===== src/rtl/buf_if_pkg.sv =====
// Shared definitions for the buffer-interface SPI master.
// Holds word widths, request/response field positions, the handshake FSM
// state encoding and a helper that turns a request word into the SPI frame.
package buf_if_pkg;

  localparam int REQ_W      = 41;
  localparam int RSP_W      = 41;
  localparam int FRAME_BITS = 41;

  // Request word {adr[7:0], dat[31:0], rd}; response word {1'b0, rdata, 8'h00}
  localparam int REQ_RD_BIT  = 0;
  localparam int REQ_DAT_LSB = 1;
  localparam int REQ_ADR_LSB = 33;
  localparam int RSP_DAT_LSB = 8;

  typedef enum logic [2:0] {
    ST_IDLE,
    ST_SETUP,
    ST_SHIFT,
    ST_HOLD,
    ST_ACK,
    ST_GAP
  } state_t;

  // Serial order is rd, adr MSB first, dat MSB first. Reads send zeros in
  // the data field so the slave can drive MISO without bus contention.
  function automatic logic [FRAME_BITS-1:0] frame_of(input logic [REQ_W-1:0] req);
    logic rd;
    rd = req[REQ_RD_BIT];
    return {rd, req[REQ_ADR_LSB +: 8], rd ? 32'h0 : req[REQ_DAT_LSB +: 32]};
  endfunction

endpackage


===== src/rtl/buf_spi_master_if.sv =====
// Request/acknowledge buffer interface between the Wishbone front end
// (master) and the SPI master (slave).
//   REQ_VALID_I  request valid level
//   REQ_DATA_I   request word {adr, dat, rd}
//   RSP_ACK_O    request done
//   RSP_DATA_O   response word {1'b0, rdata, 8'h00}
interface buf_spi_master_if;
  import buf_if_pkg::*;

  logic             REQ_VALID_I;
  logic [REQ_W-1:0] REQ_DATA_I;
  logic             RSP_ACK_O;
  logic [RSP_W-1:0] RSP_DATA_O;

  modport master (output REQ_VALID_I, REQ_DATA_I, input RSP_ACK_O, RSP_DATA_O);
  modport slave  (input REQ_VALID_I, REQ_DATA_I, output RSP_ACK_O, RSP_DATA_O);
endinterface


===== src/rtl/spi_bit_engine.sv =====
// SPI mode-0 bit engine: SCLK divider, half-period counter, MOSI shift
// register and MISO capture for one 41-bit frame.
//   clk, rst      clock, async active-high reset
//   start         load frame_word/rd and begin a frame (one-cycle pulse)
//   frame_word    frame bits, MSB sent first
//   rd            frame is a read: capture MISO on the last 32 rising edges
//   miso          serial data in
//   sclk, mosi    registered SPI outputs
//   rdata         captured read data (0 for writes)
//   setup_end     last cycle of the setup half-period
//   shift_end     last cycle of the final SCLK high phase
//   done          last cycle of the hold half-period
// A frame is 84 half-periods of CLK_DIV cycles: half 0 is setup, halves
// 1..82 alternate low/high for the 41 bits, half 83 is hold.
module spi_bit_engine import buf_if_pkg::*; #(
  parameter int CLK_DIV = 2
) (
  input  logic                  clk,
  input  logic                  rst,
  input  logic                  start,
  input  logic [FRAME_BITS-1:0] frame_word,
  input  logic                  rd,
  input  logic                  miso,
  output logic                  sclk,
  output logic                  mosi,
  output logic [31:0]           rdata,
  output logic                  setup_end,
  output logic                  shift_end,
  output logic                  done
);
  localparam int LAST_HALF = 2 * FRAME_BITS + 1;
  // Half-period ending just before the high phase of the first data bit
  localparam int FIRST_RD_HALF = 2 * (FRAME_BITS - 32) + 1;

  logic                  busy;
  logic                  rd_q;
  logic [7:0]            div_cnt;
  logic [6:0]            half;
  logic [FRAME_BITS-1:0] sh;
  logic                  half_end;

  assign half_end  = busy && (div_cnt == 8'(CLK_DIV - 1));
  assign setup_end = half_end && (half == 7'd0);
  assign shift_end = half_end && (half == 7'(LAST_HALF - 1));
  assign done      = half_end && (half == 7'(LAST_HALF));

  always_ff @(posedge clk or posedge rst) begin
    if (rst) begin
      busy    <= 1'b0;
      rd_q    <= 1'b0;
      div_cnt <= '0;
      half    <= '0;
      sh      <= '0;
      sclk    <= 1'b0;
      mosi    <= 1'b0;
      rdata   <= '0;
    end else if (start) begin
      busy    <= 1'b1;
      rd_q    <= rd;
      div_cnt <= '0;
      half    <= '0;
      sh      <= frame_word;
      sclk    <= 1'b0;
      mosi    <= frame_word[FRAME_BITS-1];
      rdata   <= '0;
    end else if (busy) begin
      div_cnt <= half_end ? 8'd0 : div_cnt + 8'd1;
      if (half_end) begin
        half <= half + 7'd1;
        if (done) begin
          busy <= 1'b0;
        end else if (half[0]) begin
          // Rising edge: slave and master both sample here
          sclk <= 1'b1;
          if (rd_q && half >= 7'(FIRST_RD_HALF))
            rdata <= {rdata[30:0], miso};
        end else if (half != 7'd0) begin
          // Falling edge: present the next bit (zeros after the last one)
          sclk <= 1'b0;
          mosi <= sh[FRAME_BITS-2];
          sh   <= {sh[FRAME_BITS-2:0], 1'b0};
        end
      end
    end
  end

endmodule


===== src/rtl/buf_spi_master.sv =====
// Buffer-interface SPI master: accepts one request word over a four-phase
// valid/ack handshake, runs it as a single SPI frame and returns the
// response word with RSP_ACK_O.
//   WB_CLK_I, WB_RST_I   clock, async active-high reset
//   bus                  request/response buffer interface (slave side)
//   SPI_SCLK_O           SPI clock, mode 0
//   SPI_MOSI_O           serial data out
//   SPI_MISO_I           serial data in
//   SPI_CS_N_O           active-low chip select
module buf_spi_master import buf_if_pkg::*; #(
  parameter int CLK_DIV = 2,
  parameter int CS_GAP  = 2
) (
  input  logic            WB_CLK_I,
  input  logic            WB_RST_I,
  buf_spi_master_if.slave bus,
  output logic            SPI_SCLK_O,
  output logic            SPI_MOSI_O,
  input  logic            SPI_MISO_I,
  output logic            SPI_CS_N_O
);
  state_t           state;
  logic [7:0]       gap_cnt;
  logic             gap_ok;
  logic             accept;
  logic             cs_n_q;
  logic             ack_q;
  logic [RSP_W-1:0] rsp_q;
  logic [31:0]      rdata;
  logic             setup_end, shift_end, eng_done;

  // gap_cnt counts cycles since CS_N last rose and saturates at CS_GAP;
  // reset preloads it so the first request does not wait.
  assign gap_ok = (gap_cnt == 8'(CS_GAP));
  assign accept = (state == ST_IDLE) && bus.REQ_VALID_I && !ack_q && gap_ok;

  spi_bit_engine #(.CLK_DIV(CLK_DIV)) u_eng (
    .clk        (WB_CLK_I),
    .rst        (WB_RST_I),
    .start      (accept),
    .frame_word (frame_of(bus.REQ_DATA_I)),
    .rd         (bus.REQ_DATA_I[REQ_RD_BIT]),
    .miso       (SPI_MISO_I),
    .sclk       (SPI_SCLK_O),
    .mosi       (SPI_MOSI_O),
    .rdata      (rdata),
    .setup_end  (setup_end),
    .shift_end  (shift_end),
    .done       (eng_done)
  );

  always_ff @(posedge WB_CLK_I or posedge WB_RST_I) begin
    if (WB_RST_I) begin
      state   <= ST_IDLE;
      gap_cnt <= 8'(CS_GAP);
      cs_n_q  <= 1'b1;
      ack_q   <= 1'b0;
      rsp_q   <= '0;
    end else begin
      if (eng_done)
        gap_cnt <= 8'd1;
      else if (!gap_ok)
        gap_cnt <= gap_cnt + 8'd1;

      case (state)
        ST_IDLE:  if (accept) begin
                    cs_n_q <= 1'b0;
                    state  <= ST_SETUP;
                  end
        ST_SETUP: if (setup_end) state <= ST_SHIFT;
        ST_SHIFT: if (shift_end) state <= ST_HOLD;
        ST_HOLD:  if (eng_done) begin
                    cs_n_q <= 1'b1;
                    ack_q  <= 1'b1;
                    rsp_q  <= {1'b0, rdata, 8'h00};
                    state  <= ST_ACK;
                  end
        // Ack holds until valid is seen low, so a level still high from
        // this request can never start another frame.
        ST_ACK:   if (!bus.REQ_VALID_I) begin
                    ack_q <= 1'b0;
                    state <= ST_GAP;
                  end
        ST_GAP:   if (gap_ok) state <= ST_IDLE;
        default:  state <= ST_IDLE;
      endcase
    end
  end

  assign SPI_CS_N_O     = cs_n_q;
  assign bus.RSP_ACK_O  = ack_q;
  assign bus.RSP_DATA_O = rsp_q;

endmodule


===== src/flat_wrapper.sv =====
// flat-port wrapper written by rule: the top's interface ports become plain ports
module buf_spi_master_flat import buf_if_pkg::*;
#(
  parameter int CLK_DIV = 2,
  parameter int CS_GAP  = 2
)
  (WB_CLK_I, WB_RST_I, SPI_SCLK_O, SPI_MOSI_O, SPI_MISO_I, SPI_CS_N_O, bus_REQ_VALID_I, bus_REQ_DATA_I, bus_RSP_ACK_O, bus_RSP_DATA_O);
  buf_spi_master_if bus_i ();
  input  logic WB_CLK_I;
  input  logic WB_RST_I;
  output logic SPI_SCLK_O;
  output logic SPI_MOSI_O;
  input  logic SPI_MISO_I;
  output logic SPI_CS_N_O;
  input wire logic [$bits(bus_i.REQ_VALID_I)-1:0] bus_REQ_VALID_I;
  input wire logic [$bits(bus_i.REQ_DATA_I)-1:0] bus_REQ_DATA_I;
  output wire logic [$bits(bus_i.RSP_ACK_O)-1:0] bus_RSP_ACK_O;
  output wire logic [$bits(bus_i.RSP_DATA_O)-1:0] bus_RSP_DATA_O;
  assign bus_i.REQ_VALID_I = bus_REQ_VALID_I;
  assign bus_i.REQ_DATA_I = bus_REQ_DATA_I;
  assign bus_RSP_ACK_O = bus_i.RSP_ACK_O;
  assign bus_RSP_DATA_O = bus_i.RSP_DATA_O;
  buf_spi_master #(.CLK_DIV(CLK_DIV), .CS_GAP(CS_GAP)) u_core (.WB_CLK_I(WB_CLK_I), .WB_RST_I(WB_RST_I), .bus(bus_i), .SPI_SCLK_O(SPI_SCLK_O), .SPI_MOSI_O(SPI_MOSI_O), .SPI_MISO_I(SPI_MISO_I), .SPI_CS_N_O(SPI_CS_N_O));
endmodule

===== config.mk =====
export PLATFORM = sky130hd
export DESIGN_NAME = buf_spi_master_flat
export DESIGN_NICKNAME = d
export VERILOG_FILES = /design/src/rtl/buf_if_pkg.sv /design/src/rtl/buf_spi_master_if.sv /design/src/rtl/spi_bit_engine.sv /design/src/rtl/buf_spi_master.sv /design/src/flat_wrapper.sv
export SDC_FILE = /design/constraint.sdc
export NUM_CORES = 1
export LEC_CHECK = 0
export CORE_AREA = 2 2 116 118
export CTS_BUF_LIST = sky130_fd_sc_hd__clkbuf_16
export DETAILED_ROUTE_END_ITERATION = 8
export DIE_AREA = 0 0 118 120
export GPL_TIMING_DRIVEN = 0
export PLACE_DENSITY = 0.84
export SYNTH_ARGS = -nofsm -noshare
export SYNTH_HDL_FRONTEND = slang
export SYNTH_SLANG_ARGS = --single-unit

===== constraint.sdc =====
create_clock -name WB_CLK_I -period 7.7 [get_ports WB_CLK_I]
set_clock_uncertainty 0.1 [all_clocks]
set_input_delay 0.77 -clock WB_CLK_I [delete_from_list [all_inputs] [get_ports WB_CLK_I]]
set_output_delay 0.77 -clock WB_CLK_I [all_outputs]
set_load 0.005 [all_outputs]

# Yosys cells after proc, flatten, opt, wreduce, memory -nomap -nowiden
# Cells that the tools add are included.
dict set report totals {
  inputBits 45
  regBits 136
}
dict set report classes {
  mux 49
  addsub 3
  n_eq_ne 18
  n_lt_le_gt_ge 1
  n_reduce_logical 28
}
# operator count
set ops {}
lappend ops {{$mux 40} 6}
lappend ops {{$mux 32} 7}
lappend ops {{$mux 8} 5}
lappend ops {{$mux 7} 3}
lappend ops {{$mux 1} 19}
lappend ops {{$mux 3} 6}
lappend ops {{$pmux 3 s6} 1}
lappend ops {{$add 8x1->8 const B} 2}
lappend ops {{$eq 7x7->1 const B} 2}
lappend ops {{$ne 2x1->1 const B} 7}
lappend ops {{$reduce_bool 2->1} 7}
lappend ops {{$reduce_and 5->1} 2}
lappend ops {{$eq 8x1->1 const B} 1}
lappend ops {{$eq 8x2->1 const B} 1}
lappend ops {{$logic_and 1x1->1} 8}
lappend ops {{$add 7x1->7 const B} 1}
lappend ops {{$ge 7x5->1 const B} 1}
lappend ops {{$logic_not 7->1} 1}
lappend ops {{$reduce_bool 7->1} 1}
lappend ops {{$eq 3x2->1 const B} 2}
lappend ops {{$eq 3x3->1 const B} 2}
lappend ops {{$reduce_and 3->1} 2}
lappend ops {{$reduce_and 6->1} 1}
lappend ops {{$ne 2x2->1 const B} 2}
lappend ops {{other kinds (7)} 9}

# Logic depth before layout (Yosys ltp)
# Gate-level depths: netlist (run 1).
dict set report logic_depth {
  word_depth 8
  mapped_depth 10
  depth_no_buf 7
}

# Cells and area by module
# Synthesis (run 1) repeated with hierarchy kept, for this count alone.
dict set report unflattened {
  hier_cells 674
  hier_area_um2 6901.6
}
# module n_inst seq_area_each_um2 area_per_inst_um2 cells_per_inst
set modules_own_cells {}
lappend modules_own_cells {spi_bit_engine 1 2277.2 4604.4 488}
lappend modules_own_cells {buf_spi_master 1 1128.6 2297.2 186}

# Worst setup path before layout (run 1)
# OpenSTA, ideal clock, no wires.
dict set report synth_timing {
  kind {register -> register}
  startpoint {register u_core.u_eng.div_cnt[2]}
  endpoint {register u_core.rsp_q[26], in the netlist u_core.bus.RSP_DATA_O[26]}
  n_path_buf 2
  required_time_ns 7.475
  synth_period_minus_slack_ns 2.663
  setup_slack_ns 5.037
  path_stages_with_launch 7
  arrival_ns 2.438
  path_cell_list {dfrtp_1 -> or4_1 -> or4_1 -> buf_2 -> nor4_4 -> buf_6 -> mux2_2}
}
dict set report synth_via {
  elab_chain_cells 4
}
# element line_no
set synth_lines {}
lappend synth_lines {{start: declaration} spi_bit_engine.sv:37} ;# logic [7:0] div_cnt;
lappend synth_lines {{start signal: assignment} spi_bit_engine.sv:67} ;# div_cnt <= half_end ? 8'd0 : div_cnt + 8'd1;
lappend synth_lines {{$eq 8x1->1} spi_bit_engine.sv:42} ;# assign half_end = busy && (div_cnt == 8'(CLK_DIV - 1));
lappend synth_lines {{$logic_and 1x1->1} spi_bit_engine.sv:42}
lappend synth_lines {{$logic_and 1x1->1} spi_bit_engine.sv:45} ;# assign done = half_end && (half == 7'(LAST_HALF));
lappend synth_lines {{$reduce_and 2->1 (no source line)} --}
lappend synth_lines {{end signal: assignment} buf_spi_master.sv:75} ;# rsp_q <= {1'b0, rdata, 8'h00};
lappend synth_lines {{end: declaration} buf_spi_master.sv:28} ;# logic [RSP_W-1:0] rsp_q;
# No other way between the ends.
# A chain may end at the register's enable or synchronous reset.

# Worst setup path in the final report (run 1)
dict set report layout_timing {
  startpoint {register u_core.gap_cnt[2]}
  endpoint {register u_core.u_eng.mosi}
}
dict set report layout_via {
  elab_chain_cells 4
  elab_cells_between_ends 9
}
# element line_no
set layout_lines {}
lappend layout_lines {{start: declaration} buf_spi_master.sv:23} ;# logic [7:0] gap_cnt;
lappend layout_lines {{start signal: assignment} buf_spi_master.sv:55} ;# gap_cnt <= 8'(CS_GAP);
lappend layout_lines {{start signal: assignment} buf_spi_master.sv:63} ;# gap_cnt <= gap_cnt + 8'd1;
lappend layout_lines {{$eq 8x2->1 *} buf_spi_master.sv:34} ;# assign gap_ok = (gap_cnt == 8'(CS_GAP));
lappend layout_lines {{$logic_and 1x1->1 *} buf_spi_master.sv:35} ;# assign accept = (state == ST_IDLE) && bus.REQ_VALID_I && !ack_q && gap_ok;
lappend layout_lines {{$ne 2x1->1 (no source line) / $reduce_bool 2->1 (equally long branches)} --}
lappend layout_lines {{$reduce_and 5->1 (no source line)} --}
lappend layout_lines {{end signal: assignment} spi_bit_engine.sv:64} ;# mosi <= frame_word[FRAME_BITS-1];
lappend layout_lines {{end signal: assignment} spi_bit_engine.sv:80} ;# mosi <= sh[FRAME_BITS-2];
lappend layout_lines {{end: declaration} spi_bit_engine.sv:25} ;# output logic mosi,
# Mark *: on every way between the ends. The rest lies on a longest branch, timed or not.

==> metrics, run 1 <==
Int Pwr=1.278 mW; fmax=between 200 and 300 MHz; placed inst area=7408 sq um; Ys Warns=0; Worst-Skew Late Latency=between 0.4 and 0.5 ns; CP Launch Type=flip-flop; H-tree depth=4; DR pass1 iterations=5; Layout Area Growth over Synthesis=26.75%; Final period util=a little over two fifths; actual slew at the worst max-slew pin=1.102 ns; Root Driver=clkbuf_16; Final Total Pwr=1.604 mW; # rows=42; crit end category=flip-flop; routed vias/inst=between 5 and 6; DR DRC count=0; Vias=4793; Clock Tree Buf Depth=2; fill cell count=between 1000 and 1500; reg2reg start=u_core.gap_cnt[2]; Clk pwr share=between 50% and 60%; I/O Buffers=80; Sw Pwr=about 0.33 mW; CP max FO=10; worst slack, placed=around 4.3 ns; Final nets=750; post-CTS setup buffer count=0; initial antenna violation count=0; setup TNS=0 ns; count of hold-fix buffers inserted at cts=0; number of global-route vias before repair=4824; Setup WS post-layout=between 4 and 5 ns; Seq pwr share=between 40% and 50%; RD Place Congestion=about 0.8; Seq/Total Area, Yosys=a little over half; Routed Antenna Nets=0; switching portion of total power=roughly a fifth; Avg Cell Area, Syn=10.72 sq um; clock sinks=around 140; die width=118 microns; Crit path arrival time=3.60 ns; Synth cell types=46; FFs w/ async S/R, synth=100.0%; status=finished, final reports clean; cell count after synthesis=590; Ports=90; Die Y=roughly 120 microns; largest net degree at the start of global routing=88; design area=around 8000 sq um; Slew Viols, Final=0; HPWL after DPL=about 9400 microns; Top FF cell, synth=dfrtp_1; synthesized cell area=6325 sq um; GRT Util Overall=20.73%; drt total wl=roughly 14000 microns; most frequent cells in the layout=dfrtp_1, clkdlybuf4s50_1, o21ai_0, nand2_1, nand3_1; antenna cells=0; CTS tree=built; Setup CP Type=reg2reg; RSZ-0062 raised after global routing=no; hold path cells=1; Comb pwr share=approximately 3%; Worst-path clk slew=roughly 0.05 ns; CTS Buf Count=17; PwrDens=between 200 and 250 nW/um^2; VDD IR max=0.0001226 V; layout cells sized above 1=a little under an eighth; fin util=about 62%; commonest non-fill, non-tap cell in the layout=dfrtp_1; clock period minus worst slack=between 3 and 4 ns; Congestion Overflow GR=0; hold wc startpoint=u_core.bus.RSP_DATA_O[12]; Worst R2R Path Depth=7; Static Leak=approximately 3.5 nW; initial drt markers=approximately 280; Hold Crit Class=reg2reg; Initial Util=approximately 49%; Slew headroom=approximately 26%; crit path from=u_core.gap_cnt[2]; Core Box Area=around 13000 sq um; drt wl/cell=roughly 16 microns; max cap viols=0; first-pass GRT wire length=approximately 23000 microns; Hold Fails Final Rpt=0; post_cts resized=0; total die area=around 14000 sq um; Final setup viols=0; Yosys reg bits=about 140; Post-synth EDFFs=0; worst endpoint required time=between 7 and 8 ns
==> critical path, cell delays in order (launching register included) <==
cell	delay [ns]
dfrtp_1	0.44
nor4_1	0.46
nand3_1	0.28
nor4_1	0.89
clkbuf_1	0.44
clkbuf_1	0.37
nand2_1	0.16
o21ai_0	0.13
==> cell usage after synthesis, types with 3 or more instances <==
cell type | instances | area [sq um]
mux2i_1 | 40 | 400.4
inv_1 | 10 | 37.54
xor2_1 | 9 | 78.83
o21ai_0 | 65 | 325.3
buf_4 | 9 | 67.56
xnor2_1 | 8 | 70.07
clkbuf_2 | 3 | 15.01
ha_1 | 7 | 87.58
nand3_1 | 44 | 220.2
nand4_1 | 3 | 18.77
nor3_1 | 7 | 35.03
nor2_1 | 28 | 105.1
and3_1 | 3 | 18.77
or3_1 | 3 | 18.77
dfrtp_1 | 134 | 3353
clkbuf_1 | 26 | 97.59
mux2_1 | 9 | 101.4
nand2_1 | 58 | 217.7
nor4_1 | 5 | 31.28
mux2_2 | 24 | 270.3
a21oi_1 | 8 | 40.04
nand3b_1 | 33 | 247.7
buf_6 | 10 | 112.6
a211oi_1 | 3 | 22.52
o21ai_1 | 14 | 70.07
==> sequential cells by signal, indices dropped and copies added, names as in the netlist <==
register / cells
u_core.SPI_CS_N_O: 1
u_core.u_eng.mosi: 1
u_core.bus.RSP_DATA_O: 32
u_core.u_eng.div_cnt: 8
u_core.u_eng.sh: 40
u_core.u_eng.rdata: 32
u_core.gap_cnt: 8
u_core.u_eng.sclk: 1
u_core.state: 3
u_core.u_eng.rd_q: 1
u_core.u_eng.half: 7
u_core.bus.RSP_ACK_O: 1
u_core.u_eng.busy: 1
==> final cells by class <==
class	count	area [sq um]	area share (%)
Sequential cell	136	3406	42.48
Clock inverter	15	182.7	2.279
Buffer	52	310.3	3.871
Tap cell	176	220.2	2.747
Timing Repair Buffer	81	828.3	10.33
Clock buffer	17	425.4	5.307
Inverter	10	42.54	0.5307
Multi-Input combinational cell	400	2601	32.45
==> path summary, 6_finish.rpt <==
path	to	slack, ns
setup / recovery	u_core.u_eng.mosi	4.33
hold / removal	u_core.bus.RSP_DATA_O[12]	0.40
setup reg to reg	u_core.u_eng.mosi	4.33
hold reg to reg	u_core.bus.RSP_DATA_O[12]	0.40
max in group asynchronous	u_core.SPI_CS_N_O	6.09
min in group asynchronous	u_core.u_eng.sh[25]	0.64
==> power by group through the flow <==
stage	sequential, mW	combinational [mW]	clock, mW
6_report	0.715	0.0481	0.840
5_1_grt	0.715	0.0530	0.878
4_1_cts	0.715	0.0491	0.846
3_5_place_dp	0.728	0.0488	0
3_3_place_gp	0.728	0.0456	0
2_1_floorplan	0.728	0.0185	0
==> layer usage <==
metal | part of all wire (%) | wire, microns | vias to the layer above | track usage, %
met4 | 2.0 | 279 | 0 | 8.358
met5 | 0 | 0 | - | 0
met2 | 51 | 6986 | 143 | 34.88
li1 | - | - | 2264 | -
met3 | 5.4 | 749 | 27 | 6.179
met1 | 42 | 5790 | 2359 | 25.05
==> metrics by stage <==
stage                     hold slack [ns]  instances
final                              0.3987        887
after floorplan                    0.3661        598
after global routing               0.4208        887
after detailed placement           0.3889        855
after global placement             0.3666        854
after CTS                          0.4067        887
==> logic make-up (layout without fill, tap and decap cells) <==
kind of cell / Yosys count / count (layout) / synth area share, %
flip-flops: 136 / 136 / 53.85
buffers and inverters: 62 / 175 / 5.499
multiplexers: 73 / 73 / 12.21
AO/OA/AOI/OAI: 101 / 101 / 8.704
XOR/XNOR: 17 / 17 / 2.354
AND/OR/NAND/NOR: 193 / 193 / 15.94
adder cells (fa/ha/maj): 7 / 7 / 1.385
other: 1 / 9 / 0.05929
Power figures use the tool's default switching activity.
==> inputs of run 2 (changes only) <==
==> constraint.sdc (replaced) <==
create_clock -name WB_CLK_I -period 3.5 [get_ports WB_CLK_I]
set_clock_uncertainty 0.1 [all_clocks]
set_input_delay 0.35 -clock WB_CLK_I [delete_from_list [all_inputs] [get_ports WB_CLK_I]]
set_output_delay 0.35 -clock WB_CLK_I [all_outputs]
set_load 0.005 [all_outputs]
==> metrics, run 2 (synthesis gave the netlist of run 1 again) <==
setup TNS=0 ns (unchanged); GRT Util Overall=20.65% (-0.087 points); Routed Antenna Nets=0 (unchanged); PwrDens=421.2 nW/um^2 (+110%); initial drt markers=334 (+18%); fill cell count=1019 (+1.8%); design area=8004 sq um (-0.16%); Final nets=752 (+0.27%); CTS tree=built; CTS Buf Count=17 (unchanged); Setup WS post-layout=0.3180 ns (-4.010 ns); Ports=90 (unchanged); most frequent cells in the layout=dfrtp_1, clkdlybuf4s50_1, o21ai_0, nand2_1, nand3_1; commonest non-fill, non-tap cell in the layout=dfrtp_1; DR DRC count=0 (unchanged); worst slack, placed=0.1551 ns (-4.154 ns); post-CTS setup buffer count=0 (unchanged); routed vias/inst=5.438 (+0.64%); CP max FO=10 (unchanged); Core Box Area=12980 sq um (unchanged); RSZ-0062 raised after global routing=no; Worst-Skew Late Latency=0.42 ns (about the same); CP Launch Type=flip-flop; crit end category=flip-flop; number of global-route vias before repair=4872 (+1.0%); register bank with the most flops=u_core.u_eng.sh; worst endpoint required time=3.72 ns (-4.21 ns); RD Place Congestion=0.8131 (+1.0%); HPWL after DPL=9283 microns (-1.7%); largest net degree at the start of global routing=47 (-47%); Initial Util=48.73% (unchanged); WHS=0.3268 ns (-0.07186 ns); Congestion Overflow GR=0 (unchanged); fmax=314.3 MHz (+6.0%); clock sinks=136 (unchanged); placed inst area=7440 sq um (+0.42%); Crit path arrival time=3.40 ns (-0.20 ns); reg2reg start=u_core.gap_cnt[2]; r2r endpoint=u_core.u_eng.rd_q; Clock Tree Buf Depth=2 (unchanged); Final setup viols=0 (unchanged); Final period util=90.91% (+47 points); clock period minus worst slack=3.182 ns (-0.1904 ns); Post-Route M1 WL=5848 microns (+1.0%); flop2flop setup slack=0.32 ns (-4.01 ns); max reg flops=40 (unchanged); Setup crit end=u_core.u_eng.rd_q; Layout Area Growth over Synthesis=26.55%; initial antenna violation count=0 (unchanged); max cap viols=0 (unchanged); DR pass1 iterations=5 (unchanged); Vias=4829 (+0.75%); die width=118 microns (unchanged); status=finished, final reports clean; H-tree depth=4 (unchanged); Root Driver=clkbuf_16; Worst-path clk slew=0.05 ns (about the same); # rows=42 (unchanged); Worst R2R Path Depth=7 (unchanged); actual slew at the worst max-slew pin=1.260 ns (+0.1579 ns); Slew Viols, Final=0 (unchanged); Slew headroom=15.26% (-11 points); Static Leak=3.518 nW (-0.71%); Hold Fails Final Rpt=0 (unchanged); max layer used=met4; Hold Crit Class=in2async; VDD IR max=0.0003130 V (+160%); Die Y=120 microns (unchanged); first-pass GRT wire length=23320 microns (-0.38%); I/O Buffers=80 (unchanged); antenna cells=0 (unchanged); crit path from=u_core.gap_cnt[2]; drt total wl=13700 microns (-0.75%); drt wl/cell=15.43 microns (-0.86%); Routed met3 length=841 microns (+12%); Setup CP Type=reg2reg; met2 WL=6670 microns (-4.5%); total die area=14160 sq um (unchanged); layout cells sized above 1=12.50% (+0.69 points)
==> run 2: worst min-delay path by stage <==
| stage | endpoint | startpoint |
|---|---|---|
| after floorplan | u_core.u_eng.sh[0] | u_core.u_eng.sh[0] |
| after global placement | u_core.bus.RSP_DATA_O[31] | u_core.bus.RSP_DATA_O[31] |
| after detailed placement | u_core.bus.RSP_DATA_O[34] | u_core.bus.RSP_DATA_O[34] |
| after CTS | u_core.u_eng.rdata[4] | WB_RST_I |
| after global routing | u_core.u_eng.rdata[4] | WB_RST_I |
| final | u_core.bus.RSP_DATA_O[12] | WB_RST_I |
==> run 2: worst max-delay path, cell delays in order, from the launching register on <==
cell and delay [ns]:
dfrtp_1 0.43, nor4_1 0.48, nand3_1 0.29, nor4_2 0.65
clkbuf_1 0.45, clkbuf_1 0.39, nand2_1 0.17, o21ai_0 0.13
==> run 2: power breakdown <==
| group | leakage (nW) | switching, mW | internal (mW) | total (mW) |
|---|---|---|---|---|
| clock network | 0.270 | 0.656 | 1.03 | 1.69 |
| registers | 1.60 | 0 | 1.57 | 1.57 |
| logic | 1.65 | 0.0474 | 0.0622 | 0.110 |
| total | 3.52 | 0.704 | 2.67 | 3.37 |
==> run 2: per-layer routing <==
metal,track usage (%),vias up
met5,0,-
met4,8.660,0
met3,5.846,38
met2,33.76,192
met1,25.86,2327
li1,-,2272
==> run 2: per-stage QoR <==
stage	util [%]	total power, mW	instances
2_1_floorplan	-	1.642	598
3_3_place_gp	56.85	1.702	854
3_5_place_dp	57.32	1.712	857
4_1_cts	61.62	3.394	888
5_1_grt	61.66	3.476	888
6_report	61.66	3.371	888
==> run 2: repair_timing <==
item,CTS,global route
hold buffers,0,0
hold endpoints to repair,0,0
setup endpoints to repair,0,47
gates resized for setup,0,1
==> run 2: area by class of cell <==
class                           count  area, sq um  share of cell area, %
Sequential cell                   136         3406                  42.55
Multi-Input combinational cell    400         2608                  32.58
Timing Repair Buffer               83        860.8                  10.76
Clock buffer                       17        425.4                  5.315
Buffer                             52        310.3                  3.877
Tap cell                          176        220.2                  2.751
Clock inverter                     14        132.6                  1.657
Inverter                           10        41.29                 0.5159
